## config.mk

```make
export PLATFORM = sky130hd
export DESIGN_NAME = imem_loader
export DESIGN_NICKNAME = d
export VERILOG_FILES = /design/src/rtl/imem_loader.sv
export SDC_FILE = /design/constraint.sdc
export NUM_CORES = 1
export LEC_CHECK = 0
export ABC_AREA = 1
export BUFFER_PORTS_ARGS = -buffer_cell sky130_fd_sc_hd__buf_2
export CORE_ASPECT_RATIO = 0.8
export CORE_UTILIZATION = 57
export CTS_CLUSTER_DIAMETER = 40
export CTS_CLUSTER_SIZE = 30
export DETAILED_ROUTE_END_ITERATION = 16
export PLACE_DENSITY = 0.81
export SYNTH_ARGS = -nofsm -noshare
export SYNTH_HDL_FRONTEND = slang
export SYNTH_SLANG_ARGS = --single-unit
```

## constraint.sdc

```tcl
create_clock -name clk -period 2.1 [get_ports clk]
set_clock_uncertainty 0.1 [all_clocks]
set_input_delay 0 -clock clk [delete_from_list [all_inputs] [get_ports clk]]
set_output_delay 0 -clock clk [all_outputs]
set_load 0.05 [all_outputs]
```

## src/rtl/imem_loader.sv

```systemverilog
// Byte-stream IMEM programmer: parses a LEN/payload/CSUM frame, writes little-endian
// 32-bit words from address 0 and holds the CPU until a frame checks out.
module imem_loader #(
  parameter int ADDR_W = 8,
  parameter int XLEN   = 32
) (
  input  logic              clk,
  input  logic              rst_n,
  input  logic              start,
  input  logic              in_valid,
  input  logic [7:0]        in_data,
  output logic              in_ready,
  output logic              imem_we,
  output logic [ADDR_W-1:0] imem_addr,
  output logic [XLEN-1:0]   imem_wdata,
  output logic              cpu_hold,
  output logic              busy,
  output logic              done,
  output logic              error,
  output logic [ADDR_W:0]   words_written
);

  typedef enum logic [2:0] {
    IDLE, LEN0, LEN1, DATA, CSUM, DONE, ERR
  } state_t;

  localparam logic [16:0] CAP = 17'(2 ** ADDR_W);

  state_t      state;
  logic [15:0] len;
  logic [7:0]  csum;
  logic [1:0]  bcnt;
  logic [23:0] sr;

  // Handshake: a byte moves only when in_valid & in_ready at a rising edge;
  // in_ready is registered and high exactly in LEN0/LEN1/DATA/CSUM.
  logic        accept;
  logic [16:0] n_full;
  logic        last_word;

  assign accept    = in_valid & in_ready;
  assign n_full    = {1'b0, in_data, len[7:0]};
  assign last_word = ({1'b0, len} == (17'(words_written) + 17'd1));

  always_ff @(posedge clk or negedge rst_n) begin
    if (!rst_n) begin
      state         <= IDLE;
      in_ready      <= 1'b0;
      imem_we       <= 1'b0;
      imem_addr     <= '0;
      imem_wdata    <= '0;
      cpu_hold      <= 1'b1;
      busy          <= 1'b0;
      done          <= 1'b0;
      error         <= 1'b0;
      words_written <= '0;
      len           <= '0;
      csum          <= '0;
      bcnt          <= '0;
      sr            <= '0;
    end else begin
      imem_we <= 1'b0;
      case (state)
        IDLE, DONE, ERR: begin
          if (start) begin
            state         <= LEN0;
            in_ready      <= 1'b1;
            busy          <= 1'b1;
            cpu_hold      <= 1'b1;
            done          <= 1'b0;
            error         <= 1'b0;
            words_written <= '0;
            bcnt          <= '0;
            csum          <= '0;
          end
        end
        LEN0: begin
          if (accept) begin
            len[7:0] <= in_data;
            csum     <= csum ^ in_data;
            state    <= LEN1;
          end
        end
        LEN1: begin
          if (accept) begin
            len[15:8] <= in_data;
            csum      <= csum ^ in_data;
            // Oversized frames are rejected before any word reaches IMEM.
            if (n_full > CAP) begin
              state    <= ERR;
              error    <= 1'b1;
              in_ready <= 1'b0;
              busy     <= 1'b0;
            end else if (n_full == 17'd0) begin
              state <= CSUM;
            end else begin
              state <= DATA;
            end
          end
        end
        DATA: begin
          if (accept) begin
            csum <= csum ^ in_data;
            bcnt <= bcnt + 2'd1;
            if (bcnt == 2'd3) begin
              imem_we       <= 1'b1;
              imem_addr     <= words_written[ADDR_W-1:0];
              imem_wdata    <= {in_data, sr};
              words_written <= words_written + 1'b1;
              if (last_word) state <= CSUM;
            end else begin
              sr[{bcnt, 3'b000} +: 8] <= in_data;
            end
          end
        end
        CSUM: begin
          if (accept) begin
            in_ready <= 1'b0;
            busy     <= 1'b0;
            if (in_data == csum) begin
              state    <= DONE;
              done     <= 1'b1;
              cpu_hold <= 1'b0;
            end else begin
              state <= ERR;
              error <= 1'b1;
            end
          end
        end
        default: state <= IDLE;
      endcase
    end
  end

endmodule

```

Word-level counts from Yosys, hierarchy flattened. Cells that the tools add are included.

Add/subtract/negate cells: 4. Bitwise operators: 3. Multiplexer cells: 42. Reductions and logical operators: 19. Order comparisons: 1. Shift-type cells: 2. Eq/ne operators: 20.

Operators with widths (count): two-way mux 3 bit (9); two-way mux 9 bit (3); bitwise mux 24 bit (1); variable shift 8 x 7 -> 24 bit (first input constant) (1); variable part select 8 x 7 -> 24 bit (1); != test 2 bit (second input constant) (10); one-hot mux 9 bit (2 select lines) (1); zero test 17 bit (1); equality test 16 x 10 -> 1 bit (1); > comparator 16 x 9 -> 1 bit (second input constant) (1); two-way mux 1 bit (16); two-way mux 8 bit (2); one-hot mux 8 bit (2 select lines) (1); one-hot mux 3 bit (5 select lines) (1); AND reduction 3 bit (4); adder 9 x 1 -> 10 bit (second input constant) (1); adder 9 x 1 -> 9 bit (second input constant) (1); equality test 3 bit (second input constant) (3); equality test 8 bit (1); AND reduction 4 bit (2); bitwise XOR 8 bit (1); negator 5 -> 7 bit (1); AND reduction 7 bit (1); equality test 3 x 2 -> 1 bit (second input constant) (2); 17 further kinds (25).

Input bits: 12. Output and inout bits: 55. Register bits: 107.

Longest topological paths before layout.
Word-level depth: 6. Gate-level depth with buffers: 14. Mapped depth without buffers: 14.

Worst setup path before layout. OpenSTA, ideal clock, no wires.

Kind: reg-to-reg. From: register words_written[0]. To: register state[0]. Stages on the path, launching flop included: 15. Data arrival time: 1.961 ns. Setup slack: -0.077 ns. Buffers on the path: 0. Clock period less this slack: 2.177 ns. Path through: dfrtp_1 ha_1 nand2_1 nor2_4 nand2_1 nand2_1 nand3_1 nand2_1 nand2_1 nor2_1 nand2_1 nand2_1 nand2_2 nand2_1 nand2_1.

Longest elaborated chain between the ends: 4.

Ends and longest elaborated chain: from (decl) (line 20) `output logic [ADDR_W:0] words_written`; from (signal assigned) (line 109) `words_written <= words_written + 1'b1;`; adder 9 x 1 -> 10 bit (line 43) `assign last_word = ({1'b0, len} == (17'(words_written) + 17'd1));`; equality test 16 x 10 -> 1 bit (line 43); != test 2 bit (no line); AND reduction 7 bit (no line); to (signal assigned) (line 47) `state <= IDLE;`; to (signal assigned) (line 66) `state <= LEN0;`; to (signal assigned) (line 81) `state <= LEN1;`; to (decl) (line 29) `state_t state;`.

No other way between the ends. A chain may end at the register's enable or synchronous reset.

Worst setup path after layout.
From: register words_written[0]. To: register state[2].

The elaborated chain is that of the path after synthesis.

==> results.md <==
- Outcome: completed
- Via count of the first global-routing pass: a little under 4000
- Detailed Route Iter0 Violations: 266
- Number of clock sinks seen by CTS: 107
- Clock Root Buffer: sky130_fd_sc_hd__clkbuf_8
- Total wirelength of the detailed-routed design: 11000 microns
- Post-Place Cells: 746
- Antenna diode instance count: 0
- Avg Cell Area, Syn: between 8 and 9 sq um
- Final #Nets: slightly below 700
- Drt first pass iters: 5
- Fraction of layout instances using a drive strength above 1: 19.3%
- Final count of pins violating max slew: 0
- Max VDD drop: roughly 0.58 mV
- Fin cells: roughly 770
- Die H: roughly 86 microns
- Least-Margin Pin Slew: 0.530 ns
- Crit path arrival time: between 2 and 2.5 ns
- Power density over the cells: ~1200 mW/mm^2
- DP HPWL: approximately 7900 microns
- R2r startpoint: words_written[0]
- Synthesized netlist net count: 596
- Fraction of the cycle the final worst path needs: approximately 92%
- First-pass GRT wire length: roughly 18000 microns
- Kind of capture point of the worst setup path: flop
- Element type at the critical path start: flop
- Slowest stage delay, CP: 0.42 ns
- Cells along the critical path: ha_1, nand2_2, nor2_4, inv_1, nand2_1, nor2_1, nor2_1, nand2_1, nor2_1, nand2_1, nand2_2, nand2_2, nand2_1, nand2_1
- Via total after detailed routing: a little over 4000
- Clock insertion delay at the later pin of the skew report: around 0.37 ns
- Overall routing resource usage: between 20% and 30%
- Synth Warn #: 0
- Remaining global-route overflow: 0
- Top post-synthesis cells by area: sky130_fd_sc_hd__dfrtp_1 (53%), sky130_fd_sc_hd__nand2_1 (11%), sky130_fd_sc_hd__o21ai_0 (6.8%)
- Unrepaired setup endpoints after global routing: true
- Smallest hold slack: between 0.02 and 0.03 ns
- Max clock buf depth: 2
- Initial core utilization: around 59%
- Standard-cell rows: 30
- Logic gate share of total power: between 30 and 40%
- Fraction of power spent switching nets: around 43%
- Count of state elements after synthesis: 107
- Register-to-register path setup slack: around 0.17 ns
- Sequential fraction of the synthesis area: roughly 53%
- Critical path's slowest cell: sky130_fd_sc_hd__dfrtp_2
- Largest net degree at the start of global routing: 59
- Most frequent cell on the critical path: sky130_fd_sc_hd__nand2_1
- Final design utilization: between 60% and 70%
- Clock period minus worst slack: 1.93 ns
- Routed via count divided by cell count: between 5 and 6
- IO buf count: 66
- Detailed-route wire length per cell: roughly 14 microns
- Synth Instances: approximately 580
- TritonCTS clock tree: yes
- Number of distinct standard cells referenced by the synthesized netlist: 38
- Detail Route Antenna Nets: 0
- Share of the synthesized area in the top cell type: a little over half
- Die width: between 100 and 150 microns
- Launching instance or port of the critical path: words_written[0]
- Final-report setup violation count: 0
- Cell count of the worst reg-to-reg path: 14
- Hold Path Class: in -> async
- Endpoint of the lowest-slack register-to-register path: state[2]
- Antenna violations before repair: 0
- Critical path endpoint: state[2]
- Maximum capacitance violations: 0
- Top fanout value on the critical path: 6
- Critical path required time: about 2.3 ns
- Worst slew margin: between 60% and 70%
- Final number of hold-violating endpoints: 0
- Die area: slightly above 0.009 sq mm
- Power share of the clock group: 17.3%
- Core Box Area: 0.00852 sq mm
- I/O pins: 67
- Mapped cell area: about 0.0050 sq mm
- H-Tree Level Count: 3
- Post-synth top area cell: sky130_fd_sc_hd__dfrtp_1
- Area growth syn-to-layout: 14.9%
- Number of buffers added by the clock tree synthesis step: 9
- # DRC: 0
- Gpl congestion: around 0.87
- Internal power: around 3.8 mW
- Sequential group share of total power: between 40% and 50%
- Total design power: 6.68 mW
- Class of the most critical setup path: reg -> reg
- Lkg Pwr: between 2 and 3 nW
- Total net switching power: 2.85 mW
- Clock transition at the registers of the reported paths: around 0.1 ns
- Highest achievable clock rate: about 0.52 GHz
[area by class of cell]
type,count,area (sq um)
fillers,662,2750
clock inverters,6,50.0
flip-flops and latches,107,2680
well taps,112,140
repair buffers,85,523
inverters,74,280
multi-input cells,378,1970
clock buffers,9,124
[power by group through the flow]
stage,clock network (mW),registers [mW],logic (mW)
after global placement,0,2.87,2.53
after global routing,1.25,2.92,3.00
final,1.16,2.86,2.66
after CTS,1.18,2.86,2.67
after floorplan,0,3.10,1.77
after detailed placement,0,2.90,2.63
[metal layers]
metal  routed length, microns  track usage [%]  vias up  part of all wire, %
met2                     5130             41.2      123                   47
met4                      176             8.22        0                  1.6
met1                     5080             35.6     1959                   46
li1                         -                -     2032                    -
met5                        0                0        -                    0
met3                      617             5.62       25                  5.6
[repair_timing]
item,4_1_cts,5_1_grt
setup endpoints to repair,0,3
buffers inserted,0,1
gates resized for setup,0,6
hold endpoints to repair,127,0
hold buffers,9,0
[sequential cells by signal (all words and copies together), names as in the netlist, 2 cells and up]
signal,cells
imem_wdata,32
sr,24
len,16
words_written,9
csum,8
imem_addr,8
state,3
bcnt,2
[cell usage after synthesis (all sizes together)]
| cell | instances |
|---|---|
| a211oi | 1 |
| o21bai | 2 |
| dfrtp | 106 |
| a21boi | 1 |
| nand3 | 39 |
| a21oi | 3 |
| o22ai | 4 |
| o21ai | 95 |
| buf | 13 |
| nor3 | 6 |
| o41ai | 4 |
| dfstp | 1 |
| nor3b | 1 |
| clkbuf | 6 |
| inv | 74 |
| nand3b | 4 |
| or2 | 1 |
| nand2 | 149 |
| xnor2 | 4 |
| ha | 6 |
| xor2 | 4 |
| nand4 | 18 |
| nor2 | 36 |
[through the flow]
stage | TNS (ns) | area (sq um) | worst slack (ns)
5_1_grt | -0.0118 | 5770 | -0.0118
3_3_place_gp | 0 | 5480 | 0.238
6_report | 0 | 5770 | 0.169
2_1_floorplan | 0 | 5020 | 0.0883
3_5_place_dp | 0 | 5480 | 0.134
4_1_cts | 0 | 5750 | 0.107
[worst max-delay path: cells and delay by family, from the launching register on]
| kind | cells | cell delay [ns] |
|---|---|---|
| buf+inv | 1 | 0.05 |
| simple gates | 12 | 1.06 |
| flops | 1 | 0.42 |
| fa+ha+maj | 1 | 0.19 |
[how the worst min path moves through the flow]
stage,slack [ns],depth (start not counted),endpoint
2_1_floorplan,-0.40,0,bcnt[0]
3_3_place_gp,-0.11,1,imem_wdata[3]
3_5_place_dp,-0.1,1,imem_wdata[3]
4_1_cts,0.04,2,imem_wdata[3]
5_1_grt,0.05,2,imem_wdata[2]
6_report,0.03,2,imem_wdata[3]
[layout by cell type, fill, tap and decap left out, types with 4 or more instances in the layout]
| master | n |
|---|---|
| sky130_fd_sc_hd__clkbuf_8 | 9 |
| sky130_fd_sc_hd__o21ai_0 | 67 |
| sky130_fd_sc_hd__dlygate4sd3_1 | 9 |
| sky130_fd_sc_hd__nand2_2 | 8 |
| sky130_fd_sc_hd__buf_4 | 9 |
| sky130_fd_sc_hd__xor2_1 | 4 |
| sky130_fd_sc_hd__o22ai_1 | 4 |
| sky130_fd_sc_hd__xnor2_1 | 4 |
| sky130_fd_sc_hd__inv_1 | 70 |
| sky130_fd_sc_hd__nor2_1 | 25 |
| sky130_fd_sc_hd__o21ai_1 | 27 |
| sky130_fd_sc_hd__dfrtp_1 | 104 |
| sky130_fd_sc_hd__nand2_1 | 139 |
| sky130_fd_sc_hd__nand3_1 | 37 |
| sky130_fd_sc_hd__o41ai_1 | 4 |
| sky130_fd_sc_hd__nor2_4 | 8 |
| sky130_fd_sc_hd__nand4_1 | 18 |
| sky130_fd_sc_hd__nor3_1 | 5 |
| sky130_fd_sc_hd__buf_2 | 65 |
| sky130_fd_sc_hd__ha_1 | 6 |
[kinds of logic (layout without fill, tap and decap cells)]
| kind of cell | after synthesis | after routing | synth area share, % |
|---|---|---|---|
| and+or+nand+nor | 254 | 254 | 23.9 |
| AOI/OAI and AO/OA | 110 | 110 | 12.1 |
| DFF | 107 | 107 | 53.4 |
| buffers and inverters | 93 | 174 | 7.70 |
| xor gates and xnor gates | 8 | 8 | 1.40 |
| adders and majority gates | 6 | 6 | 1.50 |
Power figures use the tool's default switching activity.
